<file path="config.mk">
export PLATFORM = sky130hd
export DESIGN_NAME = mux4way_rr_collector
export DESIGN_NICKNAME = d
export VERILOG_FILES = /design/src/rtl/mux4way_rr_collector.sv
export SDC_FILE = /design/constraint.sdc
export NUM_CORES = 1
export LEC_CHECK = 0
export ABC_AREA = 1
export BUFFER_PORTS_ARGS = -buffer_cell sky130_fd_sc_hd__buf_2
export CAP_MARGIN = 20
export CORE_UTILIZATION = 45
export CTS_BUF_LIST = sky130_fd_sc_hd__clkbuf_4 sky130_fd_sc_hd__clkbuf_8 sky130_fd_sc_hd__clkbuf_16
export CTS_CLUSTER_SIZE = 8
export DETAILED_ROUTE_END_ITERATION = 8
export GPL_ROUTABILITY_DRIVEN = 0
export GPL_TIMING_DRIVEN = 0
export MAX_ROUTING_LAYER = met4
export PLACE_DENSITY = 0.79
export SETUP_SLACK_MARGIN = 0.2
export SYNTH_ARGS = -nofsm -noshare
export SYNTH_HDL_FRONTEND = slang
export SYNTH_SLANG_ARGS = --single-unit
</file>
<file path="constraint.sdc">
create_clock -name clk -period 5.33 [get_ports clk]
set_input_delay 0.7995 -clock clk [delete_from_list [all_inputs] [get_ports clk]]
set_output_delay 0.7995 -clock clk [all_outputs]
set_load 0.02 [all_outputs]
</file>
<file path="src/rtl/mux4way_rr_collector.sv">
// 4-to-1 valid/ready collector with round-robin arbitration and a single registered output slot.
// out_sel reports the source channel so a downstream demux can route replies back.
module mux4way_rr_collector #(
  parameter int unsigned WIDTH = 16
) (
  input  logic             clk,
  input  logic             rst_n,
  input  logic [WIDTH-1:0] in_a,
  input  logic [WIDTH-1:0] in_b,
  input  logic [WIDTH-1:0] in_c,
  input  logic [WIDTH-1:0] in_d,
  input  logic             valid_a,
  input  logic             valid_b,
  input  logic             valid_c,
  input  logic             valid_d,
  output logic             ready_a,
  output logic             ready_b,
  output logic             ready_c,
  output logic             ready_d,
  output logic [WIDTH-1:0] out,
  output logic [1:0]       out_sel,
  output logic             out_valid,
  input  logic             out_ready
);

  logic [WIDTH-1:0] out_q, out_d;
  logic [1:0]       out_sel_q, out_sel_d;
  logic             out_valid_q, out_valid_d;
  logic [1:0]       last_grant_q, last_grant_d;

  logic [3:0]       valid_vec;
  logic [3:0]       ready_vec;
  logic [1:0]       winner;
  logic [1:0]       cand;
  logic             grant_found;
  logic             can_accept;
  logic             accept;
  logic [WIDTH-1:0] winner_data;

  assign valid_vec = {valid_d, valid_c, valid_b, valid_a};

  // Scan starts one past the last grant so the most recent winner has lowest priority.
  always_comb begin
    grant_found = 1'b0;
    winner      = last_grant_q;
    cand        = last_grant_q;
    for (int unsigned i = 1; i <= 4; i++) begin
      cand = last_grant_q + 2'(i);
      if (!grant_found && valid_vec[cand]) begin
        grant_found = 1'b1;
        winner      = cand;
      end
    end
  end

  always_comb begin
    winner_data = in_a;
    unique case (winner)
      2'd0: winner_data = in_a;
      2'd1: winner_data = in_b;
      2'd2: winner_data = in_c;
      2'd3: winner_data = in_d;
    endcase
  end

  // Gating with rst_n keeps every ready low while reset is asserted.
  assign can_accept = !out_valid_q || out_ready;
  assign accept     = rst_n && can_accept && grant_found;
  assign ready_vec  = accept ? (4'b0001 << winner) : 4'b0000;

  assign ready_a = ready_vec[0];
  assign ready_b = ready_vec[1];
  assign ready_c = ready_vec[2];
  assign ready_d = ready_vec[3];

  always_comb begin
    out_d        = out_q;
    out_sel_d    = out_sel_q;
    out_valid_d  = out_valid_q;
    last_grant_d = last_grant_q;
    if (accept) begin
      out_d        = winner_data;
      out_sel_d    = winner;
      out_valid_d  = 1'b1;
      last_grant_d = winner;
    end else if (out_valid_q && out_ready) begin
      out_valid_d = 1'b0;
    end
  end

  always_ff @(posedge clk or negedge rst_n) begin
    if (!rst_n) begin
      out_q        <= '0;
      out_sel_q    <= 2'd0;
      out_valid_q  <= 1'b0;
      last_grant_q <= 2'd3;
    end else begin
      out_q        <= out_d;
      out_sel_q    <= out_sel_d;
      out_valid_q  <= out_valid_d;
      last_grant_q <= last_grant_d;
    end
  end

  assign out       = out_q;
  assign out_sel   = out_sel_q;
  assign out_valid = out_valid_q;

endmodule

</file>
==> metrics.csv <==
stage,metric,value,unit
sta,final hold violations,0,
grt,vias in the first global route,1916,
layout,share of post-route cells with drive strength above 1,41.93,%
clocking,number of setup buffers added after CTS,0,
detailed_routing,Post-Route WL,5105,um
sta,Relative slew margins,65.06,%
die,placement row count,22,
critical_path,CP bufs+invs,5,
sta,Final Setup Violations,0,
grt,gr ovfl total,0,
placed_design,pre-CTS setup slack,2262,ps
critical_path,Worst setup EP type,primary output,
die,die height,63.99,um
sta,RSZ-0062 raised after global routing,false,
critical_path,crit path kind,reg -> out,
die,IO Count,94,
layout,P&R area growth vs syn,33.21,%
critical_path,startpoint type of the worst setup path,flip-flop,
yosys,yosys synthesis warning count,0,
critical_path,crit-path cells,buf_6 > inv_4 > nand2_1 > nand2_2 > nand2_2 > nand2_4 > nor2_4 > nand3_2 > nand2_2 > buf_6 > buf_6 > nand2_1 > nor2_1 > buf_2,
detailed_routing,initial DRC count,134,
layout,ant diodes,0,
yosys,Yosys reg bits,21,
layout,Final Util,62.92,%
layout,FF/Latch Area,528.0,um^2
power,PD cells,880.0,nW/um^2
clocking,htree depth,1,
clocking,CTS tree,done,
yosys,area share of the largest cell type after synthesis,27.50,%
layout,"most common cell after layout, fill and taps aside",buf_2,
flow_run,Max Cap Viol,0,
clocking,Sink Count,21,
sta,Final Cycle Share,59.24,%
critical_path,WP data arrival,2360,ps
clocking,root buffer cell,clkbuf_8,
clocking,CTS Buf Count,3,
critical_path,CP max stage delay,530,ps
sta,"Slew Viols, Final",0,
sta,setup TNS,0,ps
power,Leak Pwr,1.331,nW
clocking,maximum clock path buffer count,2,
clocking,post-CTS sizing,0,
sta,Worst-Margin Slew,524.1,ps
layout,fillcell total,363,
layout,Multi-input gate area,967.2,um^2
die,initial core utilization,47.23,%
detailed_routing,# DRC,0,
detailed_routing,DR WL/cell,12.73,um
clocking,hold bufs inserted after CTS,0,
detailed_routing,Routed Antenna Nets,0,
critical_path,"CP delay by family, top",simple AND/OR/NAND/NOR gates,
yosys,Gate Count Post-Synth,256,
critical_path,worst endpoint required time,4530,ps
detailed_routing,Vias,2029,
yosys,"Seq/Total Area, Yosys",30.54,%
power,Peak VDD IR,0.4691,mV
worst_hold_path,hold path startpoint,out[6],
yosys,cell taking the most area after synthesis,dfrtp_1,
detailed_routing,drt first pass iters,4,
outcome,outcome,"finished, final reports clean",
critical_path,crit-path max FO,10,
placed_design,PortBufs,93,
die,core box area,3661,um^2
grt,initial antenna violation count,0,
sta,max frequency,316.7,MHz
die,DIE AREA,4095,um^2
sta,worst setup margin,2172,ps
critical_path,slowest CP cell,dfstp_2,
grt,largest net degree at the start of global routing,23,
grt,GRT Resource Usage Total,26.90,%
critical_path,Critical Path Source,last_grant_q[0],
layout,final layout net count,425,
detailed_routing,Vias per Instance,5.060,
placed_design,Final HPWL DP,3901,um
die,Die Width,63.99,um
worst_hold_path,Hold WC Path Type,reg -> reg,
layout,most frequent cells in the layout,"98 x buf_2, 77 x nand2_1, 49 x nand3_1, 23 x inv_1, 19 x dfrtp_1",
clocking,Worst-Skew Late Latency,260,ps
yosys,syn avg cell area,6.755,um^2
yosys,Unique masters post-synth,22,
clocking,clock transition at the registers of the reported paths,80,ps
sta,clk_skew,1.833,ps
critical_path,worst r2r src,last_grant_q[0],
yosys,Mapped Nets,327,
grt,first-pass GRT wire length,8549,um
yosys,Area contributors post-synth,"dfrtp_1 27%, nand2_1 17%, nand3_1 14%",
sta,Final min period,3158,ps
yosys,area of the mapped netlist,1729,um^2
==> routing by layer <==
metal	wire length (um)	share of wire [%]	GRT usage, %
met1	2216	43	32.66
met2	2463	48	46.54
met3	364	7.1	3.929
met4	59	1.2	6.818
met5	0	0	-
==> flip-flops by register name (all words and copies together), names as in the netlist <==
name / cells
out: 16
last_grant_q: 2
out_valid: 1
out_sel: 2
==> final timing paths <==
| kind | slack (ps) | cells past startpoint | to |
|---|---|---|---|
| max | 2170 | 14 | ready_d |
| min | 480 | 2 | out[6] |
| max reg2reg | 3170 | 15 | out[14] |
| min reg2reg | 480 | 2 | out[6] |
| max in group asynchronous | 4460 | 1 | last_grant_q[0] |
| min in group asynchronous | 500 | 1 | out[7] |
==> Yosys cell counts <==
cell,instances
o21ai_1,6
buf_2,5
a21oi_2,10
nor2_2,4
nand3_1,49
dfstp_2,2
nand2_4,3
nand4_1,5
nor2_1,7
buf_6,7
nor3_1,1
a21oi_1,8
o21ai_0,10
dfrtp_1,19
inv_2,4
nor2_4,2
buf_4,3
nand3_2,5
inv_4,1
inv_1,23
nand2_1,77
nand2_2,5
==> worst register-to-register path, stage by stage, from the launching register on <==
cell and delay [ps]:
dfstp_2 530, buf_6 130, inv_4 70, nand2_1 70, nand2_2 80, nand2_2 120, nand2_4 80, nor2_4 140
nand3_2 150, nand2_4 160, inv_2 80, buf_6 140, o21ai_1 80, nand3_1 110, nand2_1 70, nand2_1 40
==> report_power, final <==
part | leakage, nW | switching (W) | internal (W)
sequential | 0.256 | 0.0000428 | 0.000247
combinational | 1.05 | 0.00104 | 0.000586
clock | 0.0262 | 0.0000533 | 0.0000584
total | 1.33 | 0.00114 | 0.000891
==> final cells by class <==
cell class / count / share of cell area, %
flip-flops and latches: 21 / 22.92
well taps: 48 / 2.607
inverters: 28 / 4.671
multi-input cells: 192 / 41.99
repair buffers: 93 / 20.21
plain buffers: 15 / 5.486
clock buffers: 4 / 2.118
==> logic make-up after synthesis <==
group / share of synthesized area [%]
AND/OR/NAND/NOR: 43.92
buffers and inverters: 13.53
AO/OA/AOI/OAI: 12.01
flip-flops: 30.54
==> through the flow <==
stage / power [W] / std cells / hold slack (ps) / area [um^2]
final: 0.002027 / 401 / 479.6 / 2303
after global routing: 0.002237 / 401 / 512.8 / 2303
after CTS: 0.002028 / 401 / 480.4 / 2303
after detailed placement: 0.001912 / 397 / 459.4 / 2255
after global placement: 0.001885 / 397 / 457.3 / 2255
after floorplan: 0.001526 / 256 / 503.9 / 1729
(Power assumes the default switching activity.)
